<file path="config.mk">
export PLATFORM = sky130hd
export DESIGN_NAME = param_commit_scheduler
export DESIGN_NICKNAME = d
export VERILOG_FILES = /design/src/rtl/param_commit_scheduler.sv
export SDC_FILE = /design/constraint.sdc
export NUM_CORES = 1
export LEC_CHECK = 0
export CORE_MARGIN = 5
export CORE_UTILIZATION = 50
export DETAILED_ROUTE_END_ITERATION = 8
export GPL_ROUTABILITY_DRIVEN = 0
export PLACE_DENSITY = 0.7
export SETUP_SLACK_MARGIN = 0.2
export SLEW_MARGIN = 20
export SYNTH_ARGS = -nofsm -noshare
export SYNTH_HDL_FRONTEND = slang
export SYNTH_SLANG_ARGS = --single-unit
</file>
<file path="constraint.sdc">
create_clock -name dsp_clk -period 4.7 [get_ports dsp_clk]
set_input_delay 0.47 -clock dsp_clk [delete_from_list [all_inputs] [get_ports dsp_clk]]
set_output_delay 0.47 -clock dsp_clk [all_outputs]
set_load 0.05 [all_outputs]
</file>
<file path="src/rtl/param_commit_scheduler.sv">
// -----------------------------------------------------------------------------
// param_commit_scheduler
//
// Buffers host parameter writes (from the SPI memory interface) in a small FIFO
// and releases them to the param_mem write port only inside the per-frame commit
// window [COMMIT_START, 2^PC_WIDTH-1]. This keeps the dsp_core from ever seeing a
// coefficient set that is half-updated in the middle of a frame. At most
// MAX_PER_FRAME writes are issued per frame. Host writes that arrive while the
// FIFO is full are dropped and raise a sticky overflow flag.
//
// Optional feature: define PARAM_COMMIT_DROP_COUNT_EN to add a saturating 16-bit
// drop_count output, which counts dropped host writes and is cleared by ovf_clear.
//
// Ports
//   dsp_clk        in   DSP clock
//   reset_n        in   asynchronous active-low reset
//   pc             in   DSP program counter, wraps to 0 at each frame start
//   host_wr_en     in   host write strobe, one cycle per word
//   host_wr_addr   in   host write address
//   host_wr_data   in   host write data
//   host_ready     out  FIFO can accept a write this cycle (not full)
//   ovf_clear      in   clears overflow (and drop_count when enabled)
//   overflow       out  sticky: a host write was dropped
//   param_wr_en    out  param_mem write enable, one cycle per committed entry
//   param_wr_addr  out  param_mem write address
//   param_wr_data  out  param_mem write data
//   pending        out  FIFO occupancy, 0..FIFO_DEPTH
//   drop_count     out  dropped write count (only with PARAM_COMMIT_DROP_COUNT_EN)
// -----------------------------------------------------------------------------
module param_commit_scheduler #(
    parameter int ADDR_WIDTH    = 10,
    parameter int WORD_WIDTH    = 36,
    parameter int PC_WIDTH      = 11,
    parameter int FIFO_DEPTH    = 16,
    parameter int COMMIT_START  = 2016,
    parameter int MAX_PER_FRAME = 16
) (
    input  logic                          dsp_clk,
    input  logic                          reset_n,
    input  logic [PC_WIDTH-1:0]           pc,
    input  logic                          host_wr_en,
    input  logic [ADDR_WIDTH-1:0]         host_wr_addr,
    input  logic [WORD_WIDTH-1:0]         host_wr_data,
    output logic                          host_ready,
    input  logic                          ovf_clear,
    output logic                          overflow,
    output logic                          param_wr_en,
    output logic [ADDR_WIDTH-1:0]         param_wr_addr,
    output logic [WORD_WIDTH-1:0]         param_wr_data,
`ifdef PARAM_COMMIT_DROP_COUNT_EN
    output logic [15:0]                   drop_count,
`endif
    output logic [$clog2(FIFO_DEPTH):0]   pending
);

    localparam int PTR_W  = $clog2(FIFO_DEPTH);
    localparam int CNT_W  = PTR_W + 1;
    localparam int FCNT_W = $clog2(MAX_PER_FRAME + 1);
    localparam int ENT_W  = ADDR_WIDTH + WORD_WIDTH;

    localparam logic [PC_WIDTH-1:0] PC_START = PC_WIDTH'(COMMIT_START);
    localparam logic [PC_WIDTH-1:0] PC_LAST  = '1;
    localparam logic [CNT_W-1:0]    FULL_CNT = CNT_W'(FIFO_DEPTH);
    localparam logic [FCNT_W-1:0]   FMAX     = FCNT_W'(MAX_PER_FRAME);

    typedef enum logic [1:0] {
        S_WAIT   = 2'd0,
        S_COMMIT = 2'd1,
        S_DONE   = 2'd2
    } state_t;

    state_t              state_q, state_d;
    logic [FCNT_W-1:0]   frame_cnt_q, frame_cnt_d;
    logic [PTR_W-1:0]    head_q, head_d;
    logic [PTR_W-1:0]    tail_q, tail_d;
    logic [CNT_W-1:0]    count_q, count_d;
    logic                ovf_q, ovf_d;
    logic                wr_en_q, wr_en_d;
    logic [ADDR_WIDTH-1:0] wr_addr_q, wr_addr_d;
    logic [WORD_WIDTH-1:0] wr_data_q, wr_data_d;

    // Entry storage: no reset so it maps onto distributed/block RAM.
    logic [ENT_W-1:0]    mem_q [FIFO_DEPTH];

    logic                push;
    logic                drop;
    logic                window_open;
    logic [FCNT_W-1:0]   budget_used;
    logic                pop;
    logic [ENT_W-1:0]    head_entry;

    // host_ready comes from the registered count, so a full FIFO refuses a push
    // even in a cycle where it also pops (no bypass).
    assign host_ready = (count_q != FULL_CNT);
    assign push       = host_wr_en && host_ready;
    assign drop       = host_wr_en && !host_ready;
    assign head_entry = mem_q[head_q];

    // The cycle with pc == COMMIT_START already belongs to the window, so the
    // first pop happens while the FSM is still in WAIT; the per-frame budget is
    // treated as fresh in that cycle.
    assign window_open = (state_q == S_COMMIT) ||
                         ((state_q == S_WAIT) && (pc == PC_START));
    assign budget_used = (state_q == S_COMMIT) ? frame_cnt_q : '0;
    assign pop         = window_open && (count_q != '0) && (budget_used < FMAX);

    always_comb begin
        state_d     = state_q;
        frame_cnt_d = frame_cnt_q;
        head_d      = head_q;
        tail_d      = tail_q;
        count_d     = count_q;
        ovf_d       = ovf_q;
        wr_en_d     = pop;
        wr_addr_d   = wr_addr_q;
        wr_data_d   = wr_data_q;

        if (push) begin
            tail_d = tail_q + PTR_W'(1);
        end
        if (pop) begin
            head_d    = head_q + PTR_W'(1);
            wr_addr_d = head_entry[ENT_W-1:WORD_WIDTH];
            wr_data_d = head_entry[WORD_WIDTH-1:0];
        end
        case ({push, pop})
            2'b10:   count_d = count_q + CNT_W'(1);
            2'b01:   count_d = count_q - CNT_W'(1);
            default: count_d = count_q;
        endcase

        // Set wins over clear.
        if (drop) begin
            ovf_d = 1'b1;
        end else if (ovf_clear) begin
            ovf_d = 1'b0;
        end

        case (state_q)
            S_WAIT, S_COMMIT: begin
                if (window_open) begin
                    frame_cnt_d = budget_used + FCNT_W'(pop);
                    state_d     = ((frame_cnt_d == FMAX) || (pc == PC_LAST)) ? S_DONE : S_COMMIT;
                end
            end
            S_DONE: begin
                if (pc == '0) begin
                    state_d = S_WAIT;
                end
            end
            default: state_d = S_WAIT;
        endcase
    end

    always_ff @(posedge dsp_clk or negedge reset_n) begin
        if (!reset_n) begin
            state_q     <= S_WAIT;
            frame_cnt_q <= '0;
            head_q      <= '0;
            tail_q      <= '0;
            count_q     <= '0;
            ovf_q       <= 1'b0;
            wr_en_q     <= 1'b0;
            wr_addr_q   <= '0;
            wr_data_q   <= '0;
        end else begin
            state_q     <= state_d;
            frame_cnt_q <= frame_cnt_d;
            head_q      <= head_d;
            tail_q      <= tail_d;
            count_q     <= count_d;
            ovf_q       <= ovf_d;
            wr_en_q     <= wr_en_d;
            wr_addr_q   <= wr_addr_d;
            wr_data_q   <= wr_data_d;
        end
    end

    always_ff @(posedge dsp_clk) begin
        if (push) begin
            mem_q[tail_q] <= {host_wr_addr, host_wr_data};
        end
    end

    assign overflow      = ovf_q;
    assign param_wr_en   = wr_en_q;
    assign param_wr_addr = wr_addr_q;
    assign param_wr_data = wr_data_q;
    assign pending       = count_q;

`ifdef PARAM_COMMIT_DROP_COUNT_EN
    logic [15:0] drop_cnt_q, drop_cnt_d;

    // Clear wins over increment; saturates instead of wrapping.
    always_comb begin
        drop_cnt_d = drop_cnt_q;
        if (ovf_clear) begin
            drop_cnt_d = '0;
        end else if (drop && (drop_cnt_q != 16'hFFFF)) begin
            drop_cnt_d = drop_cnt_q + 16'd1;
        end
    end

    always_ff @(posedge dsp_clk or negedge reset_n) begin
        if (!reset_n) begin
            drop_cnt_q <= '0;
        end else begin
            drop_cnt_q <= drop_cnt_d;
        end
    end

    assign drop_count = drop_cnt_q;
`endif

endmodule

</file>
==> results of run 1 <==
==> critical path: cells and delay by family (launching register included) <==
family                   cells  cell delay, ns
XOR/XNOR                     1            0.15
adder cells (fa/ha/maj)      2            0.64
buffers and inverters        2            0.22
AO/OA/AOI/OAI                1            0.10
AND/OR/NAND/NOR              6            1.44
flip-flops                   1            0.44
==> layout make-up <==
class / count / area, µm²
timing repair buffer: 148 / 1570
antenna: 1 / 2.50
inverter: 10 / 37.5
sequential: 804 / 23800
fill: 4197 / 24900
tap: 782 / 978
clock buffer: 99 / 2190
clock inverter: 48 / 524
multi-input combinational: 483 / 6490
==> cells in the final DEF (no fill, tap or decap), types with 14 or more instances in the layout <==
| cell type | instances |
|---|---|
| edfxtp_1 | 736 |
| mux4_2 | 184 |
| mux2_2 | 36 |
| nand2_1 | 65 |
| dfrtp_1 | 66 |
| clkbuf_16 | 84 |
| clkinv_1 | 17 |
| clkdlybuf4s50_1 | 113 |
| buf_4 | 20 |
| buf_12 | 14 |
| a22oi_1 | 92 |
==> per-layer routing <==
layer | routed length [µm] | share of wire | up-vias
li1 | - | - | 6064
met3 | 4010 | 0.065 | 67
met5 | 0 | 0 | -
met4 | 987 | 0.016 | 0
met2 | 31300 | 0.51 | 516
met1 | 25600 | 0.41 | 7493
==> how the worst min path moves through the flow <==
stage | cells past startpoint | end
global placement | 2 | frame_cnt_q[0]
CTS | 2 | overflow
floorplan | 0 | frame_cnt_q[0]
finish | 2 | param_wr_data[12]
global route | 2 | overflow
detailed placement | 2 | frame_cnt_q[0]
==> per-stage QoR <==
stage / instances / instance area [µm²] / hold slack (ns) / setup slack, ns / utilization
final: 2375 / 35600 / 0.436 / 1.64 / 0.589
after global routing: 2374 / 35600 / 0.439 / 1.31 / 0.589
after CTS: 2374 / 35600 / 0.407 / 1.60 / 0.589
after detailed placement: 2226 / 32900 / 0.455 / 1.28 / 0.544
after global placement: 2226 / 32900 / 0.453 / 1.29 / 0.544
after floorplan: 1367 / 30600 / 0.174 / 0.409 / -
==> registers in the layout, indices dropped and copies added (netlist names) <==
| name | flops |
|---|---|
| tail_q | 4 |
| param_wr_addr | 10 |
| param_wr_en | 1 |
| frame_cnt_q | 5 |
| head_q | 4 |
| pending | 5 |
| overflow | 1 |
| param_wr_data | 36 |
| state_q | 2 |
| mem_q | 736 |
==> kinds of logic after synthesis <==
kind of cell / count (synthesis) / share of synthesized area
xor gates and xnor gates: 12 / 0.00344
and+or+nand+nor: 115 / 0.0172
DFF: 804 / 0.779
buffers and inverters: 80 / 0.0137
adders and majority gates: 12 / 0.00516
muxes: 232 / 0.155
AOI/OAI and AO/OA: 112 / 0.0268
==> repair_timing <==
item / CTS / global route
gates resized for setup: 0 / 0
hold endpoints to repair: 39 / 0
hold buffers: 1 / 0
==> report_power, final <==
group	switching [mW]	leakage, nW	internal, mW
clock	2.59	1.32	3.91
combinational	2.58	2.59	1.93
sequential	0.387	7.53	8.68
total	5.56	11.4	14.5
==> key figures, run 1 <==
Timing
  • Setup violators final: 0
  • Rel. slew slack: 0.259
  • Final Critical Period: between 3 and 4 ns
  • Final hold violations: 0
  • Fmax: around 330 MHz
  • RSZ-0062 raised after global routing: false
  • Clk_skew: 0.0142 ns
  • Final period utilization: 0.652
  • Slew @ Worst Pin: 1.11 ns
  • Setup TNS: 0 ns
  • Pins over their slew limit: 0

Setup path
  • CP Capture Type: register
  • R2r setup slk: around 1.6 ns
  • Worst Reg-to-Reg Cells: 12
  • Cell chain of the critical path: nor4_2 -> nand2_1 -> and2_1 -> inv_1 -> ha_1 -> inv_1 -> fa_1 -> nor2b_1 -> o21ai_0 -> and3_1 -> nor3_1 -> xnor2_1
  • Crit path largest cell delay: 0.50 ns
  • Critical path startpoint category: register
  • Worst r2r src: pending[0]
  • Crit path top cell by count: inv_1
  • Worst Path Arrival: 3.59 ns
  • Critical Path End: pending[4]
  • Setup crit start: pending[0]
  • Reg-to-Reg End: pending[4]
  • WP data required: ~5.2 ns
  • CP Max Fanout: 9
  • Slowest stage cell on the critical path: nor4_2
  • CP Class: reg -> reg

Synth
  • Cell with the most instances after synthesis: edfxtp_1
  • Mapped Area: 30500 µm²
  • Post-synthesis sequential area ratio: 0.779
  • Mean post-synth cell area: between 20 and 25 µm²
  • EDFF count, synth: about 740
  • Area leader, netlist: edfxtp_1
  • Post-synth top flop: edfxtp_1
  • Net count after synthesis: 1440
  • Library cells used by synthesis: 39
  • Ys async rst share: 0.0846
  • Main area contributors after synthesis: edfxtp_1 (72%), mux4_2 (14%), dfrtp_1 (5.6%)
  • Synth warn: 0
  • Synth top area share: 0.723
  • Post-Synthesis Cells: between 1000 and 1500
  • Seq cells post-synth: 804
  • Synth cell count leaders: edfxtp_1 (736), mux4_2 (184), a22oi_1 (92), dfrtp_1 (68), nand2_1 (65)

Outcome
  • Status: completed

CTS
  • CTS clk-pin slew, worst paths: roughly 0.07 ns
  • Clk buf depth: 3
  • H-tree depth reported by CTS: 3
  • TritonCTS buffer count: 80
  • Clock sinks: roughly 800
  • Post-CTS Setup Bufs: 0
  • TritonCTS clock tree: yes
  • Worst skew pair latency: roughly 0.60 ns
  • Root Buffer: clkbuf_16

Global routing
  • Grt met3 use: 0.0332
  • Grt peak-use layer: met2
  • Met2 usage: 0.314
  • First-pass GRT wire length: about 95000 µm
  • Global route total overflow: 0
  • Largest net degree at the start of global routing: 70
  • Initial antenna violation count: 1
  • Grt met1 use: 0.267
  • GRT Util Overall: 0.189
  • Vias in the first global route: roughly 15000

Power and ir drop
  • Total power: between 20 and 25 mW
  • PwrDens: between 500 and 600 nW/µm²
  • Static Leak: around 11 nW
  • Max VDD drop: roughly 0.40 mV

Detailed routing
  • 1st-iter DRT viols: between 1000 and 1500
  • Drt total wl: between 60000 and 70000 µm
  • Antenna Nets Post-Route: 0
  • Vias per cell: just under 6
  • Mean routed wirelength per cell: ~26 µm
  • Via count: around 14000
  • Drt first pass iters: 5
  • Remaining DRCs: 0

Floorplan
  • Row cnt: 90
  • DIE HEIGHT: roughly 260 µm
  • Core area: about 60000 µm²
  • Die Area: roughly 66000 µm²
  • Starting density of the core: 0.505
  • I/O pin cnt: between 100 and 150
  • Die Span X: 257 µm

Flow run
  • Max_cap viols: 0

Cells and area
  • Nets@finish: 1600
  • Share of cells above drive strength 1: 0.256
  • Area growth, synth to finish: 16.5%

Placement
  • HPWL Detailed: 33600 µm
  • Port bufs: 114

Hold path
  • HP Class: in -> async
Power figures use the tool's default switching activity.
==> run 2: changes to the inputs <==
--- a/config.mk
+++ b/config.mk
@@ -9,7 +9,7 @@
 export CORE_UTILIZATION = 50
 export DETAILED_ROUTE_END_ITERATION = 8
 export GPL_ROUTABILITY_DRIVEN = 0
-export PLACE_DENSITY = 0.7
+export PLACE_DENSITY = 0.67
 export SETUP_SLACK_MARGIN = 0.2
 export SLEW_MARGIN = 20
 export SYNTH_ARGS = -nofsm -noshare
==> constraint.sdc (replaced) <==
create_clock -name dsp_clk -period 3 [get_ports dsp_clk]
set_input_delay 0.3 -clock dsp_clk [delete_from_list [all_inputs] [get_ports dsp_clk]]
set_output_delay 0.3 -clock dsp_clk [all_outputs]
set_load 0.05 [all_outputs]
==> run 2 against run 1 <==
  * Critical path depth decreased by 1
  * Highest routed layer is now met5
  * Cell area increased by 0.99%
  * Critical path type unchanged
  * Worst hold slack got worse by 0.17 ns
  * Utilization increased by 0.58 points
==> key figures, run 2 (same netlist as run 1, synthesis figures left out) <==
Detailed routing
  • Drt total wl: 65300 µm (+5.5%)
  • Wl on met1: 26600 µm (+4.1%)
  • Mean routed wirelength per cell: 27.1 µm (+3.9%)
  • Via count: 14300 (+1.5%)
  • Met2 WL: 33500 µm (+6.9%)
  • Drt first pass iters: 6 (+1)
  • Antenna Nets Post-Route: 0 (unchanged)
  • Top sig layer: met5
  • Remaining DRCs: 0 (unchanged)
  • 1st-iter DRT viols: 1298 (+15%)
  • Met3 wire len: 4070 µm (+1.5%)
  • Vias per cell: 5.95 (about the same)

Cells and area
  • Area growth, synth to finish: 17.7%
  • Nets@finish: 1637 (+2.3%)
  • Largest Register: mem_q
  • Fillers: 4205 (+0.19%)
  • Commonest non-fill, non-tap cell in the layout: edfxtp_1
  • Share of cells above drive strength 1: 0.277 (+0.0207)
  • # diodes: 0 (-1)
  • Max reg flops: 736 (unchanged)
  • Most frequent cells in the layout: edfxtp_1 (736), mux4_2 (184), clkdlybuf4s50_1 (113), a22oi_1 (92), clkbuf_16 (82)
  • Final instance area: 36000 µm² (+0.99%)

Global routing
  • Initial antenna violation count: 3 (+2)
  • Largest net degree at the start of global routing: 77 (+10%)
  • First-pass GRT wire length: 98400 µm (+3.2%)
  • GRT Util Overall: 0.199 (+0.00973)
  • Global route total overflow: 0 (unchanged)
  • Vias in the first global route: 15100 (-0.24%)

Timing
  • Final Critical Period: 2.56 ns (-0.504 ns)
  • Final period utilization: 0.854 (+0.202)
  • Final hold violations: 0 (unchanged)
  • Pins over their slew limit: 0 (unchanged)
  • Fmax: 391 MHz (+20%)
  • Hold_ws: 0.263 ns (-0.173 ns)
  • Clk_skew: 0.0191 ns (+0.00497 ns)
  • RSZ-0062 raised after global routing: false
  • Setup violators final: 0 (unchanged)
  • Slew @ Worst Pin: 0.851 ns (-0.258 ns)
  • Rel. slew slack: 0.433 (+0.174)

Floorplan
  • I/O pin cnt: 115 (unchanged)
  • Core area: 60500 µm² (unchanged)
  • DIE HEIGHT: 257 µm (unchanged)
  • Row cnt: 90 (unchanged)
  • Die Span X: 257 µm (unchanged)
  • Die Area: 66100 µm² (unchanged)
  • Starting density of the core: 0.505 (unchanged)

Setup path
  • Critical path startpoint category: register
  • CP Capture Type: register
  • Worst r2r src: pending[0]
  • Worst Reg-to-Reg Cells: 11 (-1)
  • Worst Path Arrival: 3.08 ns (-0.51 ns)
  • CP Max Fanout: 5 (-4)
  • Buffer and inverter count on the worst path: 2 (unchanged)
  • Crit path largest cell delay: 0.45 ns (-0.05 ns)
  • Reg-to-Reg End: pending[4]
  • Cell chain of the critical path: nor4_4 -> buf_4 -> a211oi_4 -> ha_1 -> buf_4 -> ha_1 -> nor2b_1 -> o21ai_0 -> a21oi_1 -> nor3_2 -> xnor2_1
  • WP data required: 3.52 ns (-1.71 ns)
  • Slowest stage cell on the critical path: dfrtp_2
  • CP delay by family, top: simple AND/OR/NAND/NOR gates
  • R2r setup slk: 0.44 ns (-1.20 ns)
  • CP Class: reg -> reg

CTS
  • TritonCTS clock tree: yes
  • Worst skew pair latency: 0.61 ns (about the same)
  • H-tree depth reported by CTS: 3 (unchanged)
  • CTS clk-pin slew, worst paths: 0.06 ns (about the same)
  • TritonCTS buffer count: 81 (+1.3%)
  • Root Buffer: clkbuf_16
  • Clk buf depth: 3 (unchanged)
  • Clock sinks: 804 (unchanged)
  • Post-CTS Setup Bufs: 0 (unchanged)

Power and ir drop
  • Max VDD drop: 0.478 mV (+18%)
  • PwrDens: 876 nW/µm² (+55%)
  • Static Leak: 11.6 nW (+1.7%)

Flow run
  • Max_cap viols: 0 (unchanged)

Placement
  • Port bufs: 114 (unchanged)
  • HPWL Detailed: 35400 µm (+5.3%)
  • Placement Cell Area: 33300 µm² (+1.3%)

Outcome
  • Status: completed

Hold path
  • Worst Hold Path Cells: 2
  • Hold_sp: ovf_clear
  • Hold Path End: overflow
  • HP Class: in -> reg
==> run 2: area by class of cell <==
cell class	count	area, µm²	share of cell area
Tap cell	782	978	0.0272
Clock inverter	35	372	0.0103
Inverter	10	37.5	0.00104
Multi-Input combinational cell	483	6530	0.182
Clock buffer	112	2250	0.0627
Timing Repair Buffer	184	1970	0.0547
Sequential cell	804	23800	0.662
==> run 2: per-stage QoR <==
| step | setup TNS (ns) | utilization | total power, mW | worst slack [ns] | std cells |
|---|---|---|---|---|---|
| floorplan | 0 | - | 19.4 | 0.0340 | 1367 |
| global placement | -0.0844 | 0.551 | 21.8 | -0.0844 | 2262 |
| detailed placement | -0.147 | 0.551 | 21.9 | -0.147 | 2262 |
| CTS | 0 | 0.594 | 31.9 | 0.372 | 2410 |
| global route | 0 | 0.595 | 32.8 | 0.225 | 2410 |
| finish | 0 | 0.595 | 31.5 | 0.439 | 2410 |
==> run 2: worst max path at each step <==
stage            endpoint  depth (start not counted)  startpoint  slack, ns
3_5_place_dp   pending[4]                         12       pc[2]      -0.15
3_3_place_gp   pending[4]                         12       pc[2]      -0.08
6_report       pending[4]                         11  pending[0]       0.44
5_1_grt        pending[4]                         11  pending[0]       0.23
4_1_cts        pending[4]                         12  pending[1]       0.37
2_1_floorplan  pending[4]                         13  pending[1]       0.03
==> run 2: timing repair <==
| item | 4_1_cts | 5_1_grt |
|---|---|---|
| hold buffers | 1 | 0 |
| endpoints found under the setup margin | 0 | 1 |
| resized for setup | 0 | 1 |
| endpoints found under the hold margin | 46 | 0 |
==> run 2: routing by layer <==
| metal | up-vias | GRT usage |
|---|---|---|
| met4 | 6 | 0.0489 |
| met2 | 455 | 0.332 |
| met3 | 86 | 0.0352 |
| met1 | 7666 | 0.279 |
| met5 | - | 0 |
| li1 | 6133 | - |
==> run 2: power by group <==
group	switching, mW	leakage [nW]	internal (mW)
registers	0.479	7.52	13.6
logic	4.26	2.83	3.22
clock network	4.06	1.29	5.86
==> run 3: changes to the inputs <==
--- a/config.mk
+++ b/config.mk
@@ -5,7 +5,8 @@
 export SDC_FILE = /design/constraint.sdc
 export NUM_CORES = 1
 export LEC_CHECK = 0
-export CORE_MARGIN = 5
+export CORE_ASPECT_RATIO = 0.5
+export CORE_MARGIN = 3
 export CORE_UTILIZATION = 50
 export DETAILED_ROUTE_END_ITERATION = 8
 export GPL_ROUTABILITY_DRIVEN = 0
==> run 3 against run 2 <==
  * Sequential share of layout area grew 0.56 points
  * Via count up 1.4%
  * Global-route usage increased by 1.1 points
  * Non-clock buffer count increased by 3
  * Utilization increased by 0.13 points
  * Die area down 2.8%
  * Critical path depth increased by 1
  * First-iteration DRC count grew 18%
  * Worst hold slack got worse by 0.035 ns
  * Combinational power hardly changed
  * Cell area down 0.84%
==> key figures, run 3 (same netlist as run 1, synthesis figures left out) <==
Timing
  • Rel. slew slack: 0.448 (+0.0152)
  • Final hold violations: 0 (unchanged)
  • Final Critical Period: 2.63 ns (+0.0716 ns)
  • Final period utilization: 0.877 (+0.0239)
  • Fmax: 380 MHz (-2.7%)
  • Setup TNS: 0 ns (unchanged)
  • Setup violators final: 0 (unchanged)
  • Hold_ws: 0.228 ns (-0.0351 ns)
  • Pins over their slew limit: 0 (unchanged)
  • Post-route setup slack: 0.368 ns (-0.0716 ns)
  • RSZ-0062 raised after global routing: false
  • Clk_skew: 0.0239 ns (+0.00478 ns)
  • Slew @ Worst Pin: 0.828 ns (-0.0228 ns)

Global routing
  • GRT Util Overall: 0.210 (+0.0109)
  • Initial antenna violation count: 1 (-2)
  • Global route total overflow: 0 (unchanged)
  • Grt peak-use layer: met2
  • Largest net degree at the start of global routing: 45 (-42%)
  • First-pass GRT wire length: 99800 µm (+1.4%)
  • Grt met1 use: 0.308 (+0.0287)
  • Met2 usage: 0.341 (+0.00834)
  • Vias in the first global route: 15300 (+1.2%)
  • Grt met3 use: 0.0323 (-0.00291)

Cells and area
  • Most frequent cells in the layout: edfxtp_1 (736), mux4_2 (184), clkdlybuf4s50_1 (113), a22oi_1 (92), clkbuf_16 (74)
  • Fin util: 0.596 (+0.00132)
  • Final non-filler cell total: 2426 (+0.66%)
  • Commonest non-fill, non-tap cell in the layout: edfxtp_1
  • Nets@finish: 1629 (-0.49%)
  • Area growth, synth to finish: 16.7%
  • Largest Register: mem_q
  • Share of cells above drive strength 1: 0.271 (-0.00565)
  • Fillers: 4122 (-2.0%)
  • Final instance area: 35700 µm² (-0.84%)
  • Max reg flops: 736 (unchanged)
  • # diodes: 0 (unchanged)

Power and ir drop
  • Total power: 30.5 mW (-3.2%)
  • Max VDD drop: 0.481 mV (+0.63%)
  • PwrDens: 855 nW/µm² (-2.4%)
  • Static Leak: 11.5 nW (-1.6%)

Setup path
  • CP Max Fanout: 9 (+4)
  • Crit path largest cell delay: 0.44 ns (about the same)
  • WP data required: 3.51 ns (about the same)
  • CP delay by family, top: simple AND/OR/NAND/NOR gates
  • Slowest stage cell on the critical path: dfrtp_2
  • Critical path startpoint category: register
  • Worst Path Arrival: 3.14 ns (+0.06 ns)
  • Buffer and inverter count on the worst path: 2 (unchanged)
  • CP Class: reg -> reg
  • Cell chain of the critical path: nor4_4 -> nand2_4 -> and2_4 -> inv_1 -> ha_1 -> inv_1 -> fa_1 -> nor2b_1 -> o21ai_0 -> and3_1 -> nor3_1 -> xnor2_1
  • CP Capture Type: register
  • Crit path top cell by count: inv_1

Floorplan
  • Starting density of the core: 0.511 (+0.00542)
  • I/O pin cnt: 115 (unchanged)
  • Core area: 59800 µm² (-1.1%)
  • Row cnt: 63 (-30%)
  • Die Area: 64300 µm² (-2.8%)
  • DIE HEIGHT: 181 µm (-30%)
  • Die Span X: 356 µm (+38%)

Placement
  • HPWL Detailed: 36600 µm (+3.3%)
  • Setup WS pre-CTS: -0.268 ns (-0.120 ns)
  • Placed cell count: 2295 (+1.5%)
  • Port bufs: 114 (unchanged)
  • Placement Cell Area: 33400 µm² (+0.18%)

Detailed routing
  • Drt total wl: 66200 µm (+1.5%)
  • Via count: 14500 (+1.4%)
  • Mean routed wirelength per cell: 27.3 µm (+0.78%)
  • 1st-iter DRT viols: 1530 (+18%)
  • Antenna Nets Post-Route: 0 (unchanged)
  • Drt first pass iters: 5 (-1)
  • Remaining DRCs: 0 (unchanged)
  • Vias per cell: 6.00 (+0.75%)

Hold path
  • HP Class: in -> async

CTS
  • Clk buf depth: 3 (unchanged)
  • TritonCTS clock tree: yes
  • CTS clk-pin slew, worst paths: 0.06 ns (about the same)
  • TritonCTS buffer count: 70 (-14%)
  • Root Buffer: clkbuf_16
  • Clock sinks: 804 (unchanged)
  • H-tree depth reported by CTS: 3 (unchanged)
  • Worst skew pair latency: 0.59 ns (-0.02 ns)

Flow run
  • Max_cap viols: 0 (unchanged)

Outcome
  • Status: completed
run 3: final timing paths:
path                       depth (start not counted)        endpoint  slack (ns)           start
min in group dsp_clk                               2        overflow        0.30       ovf_clear
max                                               12      pending[4]        0.37      pending[1]
min reg2reg                                        2  frame_cnt_q[0]        0.49  frame_cnt_q[0]
max reg2reg                                       12      pending[4]        0.37      pending[1]
min                                                2      pending[2]        0.23         reset_n
max in group asynchronous                          3       head_q[0]        1.95         reset_n
run 3: area by class of cell:
type                       instances  area [µm²]  area share
clock buffer                     104        2020      0.0568
clock inverter                    26         224     0.00628
inverter                          10        37.5     0.00105
multi-input combinational        483        6540       0.183
sequential                       804       23800       0.668
tap                              812        1020      0.0285
timing repair buffer             187        1990      0.0559
run 3: power by group:
part / leakage, nW / total, mW / internal [mW] / switching (mW)
clock: 1.09 / 8.82 / 4.97 / 3.86
combinational: 2.84 / 7.50 / 3.25 / 4.25
sequential: 7.52 / 14.1 / 13.6 / 0.551
run 3: per-layer routing:
layer,up-vias,share of wire
li1,6095,-
met1,7859,0.43
met2,512,0.49
met5,-,0.00030
met4,2,0.014
met3,81,0.062
run 3: worst reg2reg max path, cell delays in order (launching register included):
cell     delay (ns)
dfrtp_2        0.44
nor4_4         0.36
nand2_4        0.07
and2_4         0.20
inv_1          0.08
ha_1           0.17
inv_1          0.07
fa_1           0.40
nor2b_1        0.13
o21ai_0        0.11
and3_1         0.20
nor3_1         0.18
xnor2_1        0.14
run 3: what timing repair did:
item | in CTS | in global routing
gates resized for setup | 0 | 3
setup endpoints to repair | 0 | 2
setup buffers | 0 | 0
hold buffers | 1 | 0
endpoints found under the hold margin | 30 | 0
